## src/rtl/serial_master.sv

```systemverilog
`default_nettype none
// ============================================================================
// Module   : serial_master
// Purpose  : SPI-style initiator producing the 40-bit FX2-to-FPGA serial
//            register frame (R/W flag, 7-bit address, 32-bit data, MSB
//            first) from a parallel command, returning read data.
// Revision : 1.0 - initial release
// ============================================================================
module serial_master #(
  parameter int unsigned CLK_DIV = 8
) (
  input  logic        clk_i,
  input  logic        rst_i,
  input  logic        start_i,
  input  logic        read_i,
  input  logic [6:0]  addr_i,
  input  logic [31:0] data_i,
  output logic        busy_o,
  output logic        done_o,
  output logic [31:0] rdata_o,
  output logic        sclk_o,
  output logic        sdi_o,
  output logic        sen_o,
  input  logic        sdo_i
);

  typedef enum logic [1:0] {
    IDLE = 2'd0,
    LOW  = 2'd1,
    HIGH = 2'd2,
    HOLD = 2'd3
  } state_t;

  // Terminal value of the half-period divider (CLK_DIV cycles per phase).
  localparam logic [7:0] DIV_LAST = 8'(CLK_DIV - 1);

  state_t      state, state_nx;
  logic [7:0]  div_cnt, div_cnt_nx;
  logic [5:0]  bit_cnt, bit_cnt_nx;
  logic [39:0] shreg, shreg_nx;
  logic        is_read, is_read_nx;
  logic [31:0] rx_sr, rx_sr_nx;
  logic [31:0] rdata_nx;
  logic        busy_nx, done_nx, sclk_nx, sdi_nx, sen_nx;
  logic        div_done;

  assign div_done = (div_cnt == DIV_LAST);

  // State and all outputs are registered so the serial pins are glitch-free.
  always_ff @(posedge clk_i) begin
    if (rst_i) begin
      state   <= IDLE;
      div_cnt <= '0;
      bit_cnt <= '0;
      shreg   <= '0;
      is_read <= 1'b0;
      rx_sr   <= '0;
      rdata_o <= '0;
      busy_o  <= 1'b0;
      done_o  <= 1'b0;
      sclk_o  <= 1'b0;
      sdi_o   <= 1'b0;
      sen_o   <= 1'b1;
    end else begin
      state   <= state_nx;
      div_cnt <= div_cnt_nx;
      bit_cnt <= bit_cnt_nx;
      shreg   <= shreg_nx;
      is_read <= is_read_nx;
      rx_sr   <= rx_sr_nx;
      rdata_o <= rdata_nx;
      busy_o  <= busy_nx;
      done_o  <= done_nx;
      sclk_o  <= sclk_nx;
      sdi_o   <= sdi_nx;
      sen_o   <= sen_nx;
    end
  end

  // Next-state and next-output logic for the frame sequencer.
  always_comb begin
    state_nx   = state;
    div_cnt_nx = div_cnt;
    bit_cnt_nx = bit_cnt;
    shreg_nx   = shreg;
    is_read_nx = is_read;
    rx_sr_nx   = rx_sr;
    rdata_nx   = rdata_o;
    busy_nx    = busy_o;
    done_nx    = 1'b0;
    sclk_nx    = sclk_o;
    sdi_nx     = sdi_o;
    sen_nx     = sen_o;

    case (state)
      IDLE: begin
        busy_nx = 1'b0;
        sen_nx  = 1'b1;
        sclk_nx = 1'b0;
        sdi_nx  = 1'b0;
        if (start_i) begin
          // Read frames carry zeros in the data field so SDI stays low there.
          shreg_nx   = {read_i, addr_i, (read_i ? 32'h0 : data_i)};
          is_read_nx = read_i;
          bit_cnt_nx = 6'd39;
          div_cnt_nx = '0;
          busy_nx    = 1'b1;
          sen_nx     = 1'b0;
          sdi_nx     = read_i;
          state_nx   = LOW;
        end
      end

      LOW: begin
        if (div_done) begin
          div_cnt_nx = '0;
          sclk_nx    = 1'b1;
          // Responder data is valid on the rising edge of the data field.
          if (is_read && (bit_cnt <= 6'd31)) begin
            rx_sr_nx = {rx_sr[30:0], sdo_i};
          end
          state_nx = HIGH;
        end else begin
          div_cnt_nx = div_cnt + 8'd1;
        end
      end

      HIGH: begin
        if (div_done) begin
          div_cnt_nx = '0;
          sclk_nx    = 1'b0;
          if (bit_cnt != 6'd0) begin
            bit_cnt_nx = bit_cnt - 6'd1;
            sdi_nx     = shreg[38];
            shreg_nx   = {shreg[38:0], 1'b0};
            state_nx   = LOW;
          end else begin
            sdi_nx   = 1'b0;
            state_nx = HOLD;
          end
        end else begin
          div_cnt_nx = div_cnt + 8'd1;
        end
      end

      HOLD: begin
        if (div_done) begin
          div_cnt_nx = '0;
          sen_nx     = 1'b1;
          busy_nx    = 1'b0;
          done_nx    = 1'b1;
          sdi_nx     = 1'b0;
          if (is_read) begin
            rdata_nx = rx_sr;
          end
          state_nx = IDLE;
        end else begin
          div_cnt_nx = div_cnt + 8'd1;
        end
      end

      default: begin
        state_nx = IDLE;
      end
    endcase
  end

endmodule
`default_nettype wire
```

## config.mk

```make
export PLATFORM = sky130hd
export DESIGN_NAME = serial_master
export DESIGN_NICKNAME = d
export VERILOG_FILES = /design/src/rtl/serial_master.sv
export SDC_FILE = /design/constraint.sdc
export NUM_CORES = 1
export LEC_CHECK = 0
export CORE_MARGIN = 2
export CORE_UTILIZATION = 45
export DETAILED_ROUTE_END_ITERATION = 16
export PLACE_DENSITY_LB_ADDON = 0.15
export SLEW_MARGIN = 10
export SYNTH_ARGS = -nofsm -noshare
export SYNTH_HDL_FRONTEND = slang
export SYNTH_SLANG_ARGS = --single-unit
```

## constraint.sdc

```tcl
create_clock -name clk_i -period 1.9 [get_ports clk_i]
set_clock_uncertainty 0.05 [all_clocks]
set_input_delay 0.57 -clock clk_i [delete_from_list [all_inputs] [get_ports clk_i]]
set_output_delay 0.57 -clock clk_i [all_outputs]
set_load 0.03 [all_outputs]
```

==> key figures, run 1 <==
Power and ir drop
  – Switching share of total power: 22.52%
  – VDD IR-drop max: a little over 0.6 mV
  – Clock power share: 50.8%
  – Sw Pwr: about 1.6 mW
  – P_leak: approximately 3.1 nW
  – Sequential power share: 39.7%
  – Combinational Power Share: under 10%
  – Internal power: 5.432 mW
  – Power Density: between 900 and 1000 nW/um2

Routing
  – Drt pass-1 iters: 5
  – 1st-iter DRT viols: 291
  – Routed wire length: 13250 um
  – Final antenna-violating net count: 0
  – DR vias/cell: 5.391
  – DR DRC count: 0
  – Post-DR wirelength/cell: 15.14 um
  – Vias post-DR: 4717

Worst hold path
  – Worst min path class: reg -> reg
  – Hold Crit Start: rdata_o[27]
  – Worst-case hold path end point: rdata_o[27]
  – Hold path depth: 2

Timing
  – Slew HR: between 70 and 80%
  – Slew @ Worst Pin: 0.4004 ns
  – Slew Limit Fails: 0
  – Final Hold Viols: 0
  – Final period util: a little over nine tenths
  – Final Setup Violations: 0
  – RSZ-0062 raised after global routing: true
  – Fin crit period: roughly 1.8 ns
  – Max Fclk: 0.5430 GHz
  – Setup TNS: 0 ns
  – Final worst setup slack: 0.05850 ns

Placement
  – GPL Wtd Cong: 0.8308
  – # port buffers: 80
  – Post-Place Worst Slack: -0.3880 ns
  – Hpwl dp: 7701 um
  – Dpl cell area: 6668 um2

Die
  – I/O pin total: 81
  – Starting Density: 46.38%
  – # rows: 40
  – Core Box Area: 12110 um2
  – Height of the die: about 120 um
  – Die area: around 13000 um2
  – Die W: roughly 120 um

Clocking
  – Hold-fix buffers, CTS: 0
  – CTS H-Tree Depth: 4
  – Maximum buffer depth of the clock tree: 2
  – CTS buffer count: 17
  – CTS tree: done
  – CTS root buf: clkbuf_16
  – CTS clk-pin slew, worst paths: around 0.06 ns
  – Worst-skew pair later-pin latency: 0.41 ns
  – Clock sink count: 125

Setup path
  – Delay-heaviest family, CP: simple AND/OR/NAND/NOR gates
  – Worst Path Arrival: 2.14 ns
  – Critical Path Fanout Max: 7
  – Ordered list of cells on the worst path: inv_2 -> ha_4 -> nand2b_1 -> or4_4 -> buf_16 -> a21bo_1 -> a21oi_2
  – CP Class: reg -> reg
  – CP peak stage delay: 0.64 ns
  – Max stage delay cell, worst path: or4_4
  – CP required: 2.20 ns
  – Reg-to-reg startpoint: bit_cnt[0]
  – Critical path startpoint: bit_cnt[0]
  – CP bufs+invs: 2
  – Worst R2R End: shreg[0]
  – CP Launch Type: flip-flop
  – R2R setup slack: 0.06 ns
  – CP endpoint kind: flip-flop
  – FF-to-FF path depth: 7

Yosys
  – Area share of the largest cell type after synthesis: 44.54%
  – Post-synthesis xor/xnor area fraction: 0%
  – Main flop type after synthesis: dfxtp_1
  – Synth Register Bits: about 130
  – Most common cell in the netlist: dfxtp_1
  – Sequential-to-total area share from yosys stat: 44.54%
  – Count of unique library cells instantiated by Yosys: 48
  – Synthesized net count: 652
  – Mux cell area share after synthesis: roughly 6%
  – Post-Synth Adder-Cell Area: 0.6682%
  – Ys async rst share: 0%
  – Avg Inst Size Synth: 9.286 um2
  – Most instantiated cells after synthesis: dfxtp_1 (125), nand2_1 (84), a21oi_1 (78)
  – Gate Count Post-Synth: 605
  – Largest family of logic cells by synthesized area: compound AO/OA/AOI/OAI gates
  – Synthesis warning total: 0
  – EDFF count, synth: 0
  – Dominant cells by area after synthesis: dfxtp_1 (45%), a21oi_1 (6.9%), a21oi_2 (6.4%), mux2i_1 (6.1%), nand2_1 (5.6%)
  – Synth Area in Compound Gates: 24.70%
  – Synth area leader: dfxtp_1
  – Post-Synth Simple-Gate Area: roughly 17%
  – Cell area after synthesis: 5618 um2

Global routing
  – Pin count of the biggest net entering global routing: 46
  – Initial antenna violation count: 0
  – Vias in the first global route: 4347
  – GRT overflow: 0
  – Total Routing Usage GR: 18.93%
  – First-pass GRT wire length: ~20000 um

Finish
  – Design area: 7587 um2
  – Multi-input logic area: roughly 2800 um2
  – Layout cells sized above 1: 22.63%
  – Syn-to-layout area delta: 35.06%
  – Diodes inserted: 0
  – Util after Layout: 62.64%
  – Filler cells: 1045
  – FF+latch area: between 2000 and 3000 um2
  – Count of nets after finishing: 741

Outcome
  – Status: finished clean

Job
  – Max Cap Viol: 0
[worst max path at each step]
stage	end	cells past startpoint	slack (ns)
after floorplan	bit_cnt[1]	8	0.14
after global placement	shreg[37]	6	-0.34
after detailed placement	shreg[35]	6	-0.39
after CTS	rdata_o[9]	7	0.003
after global routing	bit_cnt[4]	5	-0.04
final	shreg[0]	7	0.06
[final cells by class]
| cell class | count | area share, % |
|---|---|---|
| Inverter | 4 | 0.1979 |
| Timing Repair Buffer | 127 | 18.09 |
| Sequential cell | 125 | 33.01 |
| Tap cell | 168 | 2.770 |
| Clock inverter | 13 | 2.787 |
| Clock buffer | 19 | 5.838 |
| Multi-Input combinational cell | 419 | 37.30 |
[registers in the layout, summed over array words and instances, names as in the netlist]
name / flops
div_cnt: 8
bit_cnt: 6
sdi_o: 1
rx_sr: 32
busy_o: 1
is_read: 1
shreg: 39
state: 2
sclk_o: 1
done_o: 1
sen_o: 1
rdata_o: 32
[cell usage in the layout (no fill, tap or decap), drive strengths merged, types with 2 or more instances in the layout]
master,count
bufinv,5
nand2b,4
a31oi,4
nor3b,33
a21oi,119
or3,2
nor3,7
nand3,4
a311oi,15
inv,7
nor2,42
or4,3
dfxtp,125
clkbuf,25
o21ai,8
clkdlybuf4s50,41
nand2,84
and2,2
a41oi,2
clkinv,4
buf,42
ha,3
nand4,3
a211oi,34
and3,3
mux2i,34
dlygate4sd2,37
[per-stage QoR]
step,hold WS (ns),total power [mW],std cells
finish,0.3964,7.011,875
global route,0.4161,7.260,875
CTS,0.4000,7.016,862
detailed placement,0.3951,3.444,830
global placement,0.3915,3.424,830
floorplan,0.3860,3.225,605
[worst register-to-register path: stages, from the launching register on]
cell and delay [ns]:
dfxtp_2 0.32, inv_2 0.08, ha_4 0.13, nand2b_1 0.07, or4_4 0.64, buf_16 0.19
a21bo_1 0.18, a21oi_2 0.11
[power by group through the flow]
stage / clock network [mW] / registers (mW) / logic, mW
after detailed placement: 0 / 2.83 / 0.614
after global routing: 3.75 / 2.79 / 0.725
final: 3.56 / 2.78 / 0.667
after CTS: 3.63 / 2.78 / 0.616
after floorplan: 0 / 2.83 / 0.394
after global placement: 0 / 2.83 / 0.597
[metal layers]
| metal | GRT usage [%] | share of wire [%] | up-vias |
|---|---|---|---|
| met2 | 29.43 | 46 | 100 |
| met4 | 6.667 | 1.2 | 0 |
| met3 | 5.073 | 4.7 | 14 |
| met1 | 25.52 | 48 | 2252 |
| met5 | 0 | 0 | - |
| li1 | - | - | 2351 |
[cell families (layout without fill, tap and decap cells)]
group | Yosys count | after routing
muxes | 34 | 34
buffers and inverters | 61 | 163
AOI/OAI and AO/OA | 188 | 188
and+or+nand+nor | 194 | 194
DFF | 125 | 125
adders and majority gates | 3 | 3
[repair_timing]
| action | 4_1_cts | 5_1_grt |
|---|---|---|
| buffers inserted | 0 | 4 |
| pin swaps | 0 | 8 |
| gates cloned | 0 | 9 |
| resized for setup | 38 | 23 |
| endpoints found under the setup margin | 39 | 96 |
(Power assumes the default switching activity.)
==> inputs of run 2 (changes only) <==
--- a/config.mk
+++ b/config.mk
@@ -5,9 +5,10 @@
 export SDC_FILE = /design/constraint.sdc
 export NUM_CORES = 1
 export LEC_CHECK = 0
-export CORE_MARGIN = 2
+export CORE_MARGIN = 1
 export CORE_UTILIZATION = 45
 export DETAILED_ROUTE_END_ITERATION = 16
+export DONT_BUFFER_PORTS = 1
 export PLACE_DENSITY_LB_ADDON = 0.15
 export SLEW_MARGIN = 10
 export SYNTH_ARGS = -nofsm -noshare
==> run 2 against run 1 <==
  * Power fell by 6.9%
  * Critical endpoint is now shreg[4]
  * Fmax rose by 0.31%
  * Combinational power fell by 32%
  * Final cell count fell by 11%
  * Design area fell by 14%
==> key figures, run 2 (same netlist as run 1, synthesis figures left out) <==
Setup path
  – Worst Path Arrival: 2.08 ns (-0.06 ns)
  – Max stage delay cell, worst path: or4_4
  – CP Class: reg -> reg
  – CP endpoint kind: flip-flop
  – CP required: 2.14 ns (-0.06 ns)
  – Ordered list of cells on the worst path: inv_2 -> ha_4 -> nand2b_4 -> or4_4 -> buf_12 -> a21oi_2 -> a211oi_2
  – CP peak stage delay: 0.61 ns (-0.03 ns)
  – CP Launch Type: flip-flop
  – Critical Path Fanout Max: 19 (+12)

Global routing
  – First-pass GRT wire length: 19180 um (-5.9%)
  – Pin count of the biggest net entering global routing: 126 (+170%)
  – Total Routing Usage GR: 18.86% (-0.070 points)
  – Initial antenna violation count: 0 (unchanged)
  – GRT overflow: 0 (unchanged)
  – Vias in the first global route: 3953 (-9.1%)

Timing
  – RSZ-0062 raised after global routing: false
  – Slew Limit Fails: 0 (unchanged)
  – Fin crit period: 1.836 ns (-0.005686 ns)
  – Final period util: 96.62% (-0.30 points)
  – Setup TNS: 0 ns (unchanged)
  – Final Setup Violations: 0 (unchanged)
  – Final Hold Viols: 0 (unchanged)
  – Max Fclk: 0.5447 GHz (+0.31%)
  – Slew HR: 69.04% (-4.1 points)
  – Slew @ Worst Pin: 0.4608 ns (+0.06045 ns)
  – WHS: 0.1731 ns (-0.2233 ns)

Finish
  – Filler cells: 1124 (+7.6%)
  – Commonest non-fill, non-tap cell in the layout: dfxtp_1
  – Syn-to-layout area delta: 16.64%
  – Max reg flops: 39 (unchanged)
  – Largest Register: shreg
  – Layout cells sized above 1: 23.15% (+0.52 points)
  – Diodes inserted: 0 (unchanged)
  – Most frequent cells in the layout: dfxtp_1 (124), nand2_1 (84), a21oi_1 (76)
  – Count of nets after finishing: 643 (-13%)
  – Largest registers: shreg x39, rdata_o x32, rx_sr x32

Routing
  – Routed wire length: 11830 um (-11%)
  – DR DRC count: 0 (unchanged)
  – Final antenna-violating net count: 0 (unchanged)
  – Post-DR wirelength/cell: 15.23 um (+0.59%)
  – DR vias/cell: 5.434 (+0.80%)
  – Vias post-DR: 4222 (-10%)
  – 1st-iter DRT viols: 345 (+19%)
  – Drt pass-1 iters: 4 (-1)

Die
  – Height of the die: 113.7 um (-1.7%)
  – Starting Density: 46.38% (unchanged)
  – # rows: 40 (unchanged)
  – I/O pin total: 81 (unchanged)
  – Die W: 113.7 um (-1.7%)
  – Core Box Area: 12110 um2 (unchanged)
  – Die area: 12930 um2 (-3.4%)

Power and ir drop
  – P_leak: 2.425 nW (-21%)
  – Power Density: 996.5 nW/um2 (+7.8%)
  – VDD IR-drop max: 0.6348 mV (+4.5%)

Clocking
  – CTS tree: done
  – CTS root buf: clkbuf_16
  – CTS buffer count: 17 (unchanged)
  – Setup bufs post-CTS: 0 (unchanged)
  – Maximum buffer depth of the clock tree: 2 (unchanged)
  – CTS H-Tree Depth: 4 (unchanged)
  – Clock sink count: 125 (unchanged)
  – Worst-skew pair later-pin latency: 0.42 ns (about the same)
  – CTS clk-pin slew, worst paths: 0.05 ns (about the same)

Placement
  – GPL Wtd Cong: 0.7520 (-9.5%)
  – # port buffers: 0 (-100%)
  – Hpwl dp: 7128 um (-7.4%)

Worst hold path
  – Worst min path class: in -> reg

Outcome
  – Status: finished clean

Job
  – Max Cap Viol: 0 (unchanged)
## run 2: metal layers
metal,part of all wire (%),track usage (%)
met1,50,25.10
met2,45,27.89
met3,4.6,6.801
met4,1.1,7.105
met5,0,0
## run 2: path summary, 6_finish.rpt
check	startpoint	cells after the start	slack (ns)	endpoint
min reg2reg	rx_sr[31]	2	0.40	rdata_o[31]
min	rst_i	1	0.17	shreg[11]
max	bit_cnt[0]	7	0.06	shreg[4]
max reg2reg	bit_cnt[0]	7	0.06	shreg[4]
## run 2: metrics by stage
stage          cells  utilization [%]  power [mW]  area, um2  worst slack (ns)
2_1_floorplan    605                -       3.225       5618            0.1392
3_3_place_gp     742            47.96       3.268       5809            0.1013
3_5_place_dp     742            47.96       3.281       5809          0.006717
4_1_cts          774            53.06       6.599       6426           0.02471
5_1_grt          777            54.10       6.783       6553          0.002750
6_report         777            54.10       6.530       6553           0.06418
## run 2: worst max-delay path: cells and delay by family (launching register included)
| family | cells | cell delay, ns |
|---|---|---|
| AND/OR/NAND/NOR | 2 | 0.68 |
| AO/OA/AOI/OAI | 2 | 0.23 |
| flip-flops | 1 | 0.31 |
| adder cells (fa/ha/maj) | 1 | 0.15 |
| buffers and inverters | 2 | 0.29 |
## run 2: timing repair
| item | in CTS | in global routing |
|---|---|---|
| gates cloned | 0 | 3 |
| pin swaps | 0 | 1 |
| resized for setup | 1 | 15 |
| hold buffers | 0 | 0 |
| setup endpoints to repair | 3 | 99 |
## run 2: layout make-up
class | instances | area (um2) | share of cell area (%)
multi-input combinational | 419 | 2804 | 42.79
sequential | 125 | 2504 | 38.21
clock buffer | 18 | 439.2 | 6.702
timing repair buffer | 29 | 411.6 | 6.282
tap | 168 | 210.2 | 3.208
clock inverter | 14 | 168.9 | 2.578
inverter | 4 | 15.01 | 0.2291
## run 2: where the power goes
group	internal, mW	switching [mW]
Sequential	2.71	0.0757
Clock	2.09	1.20
Combinational	0.233	0.221
Total	5.04	1.49
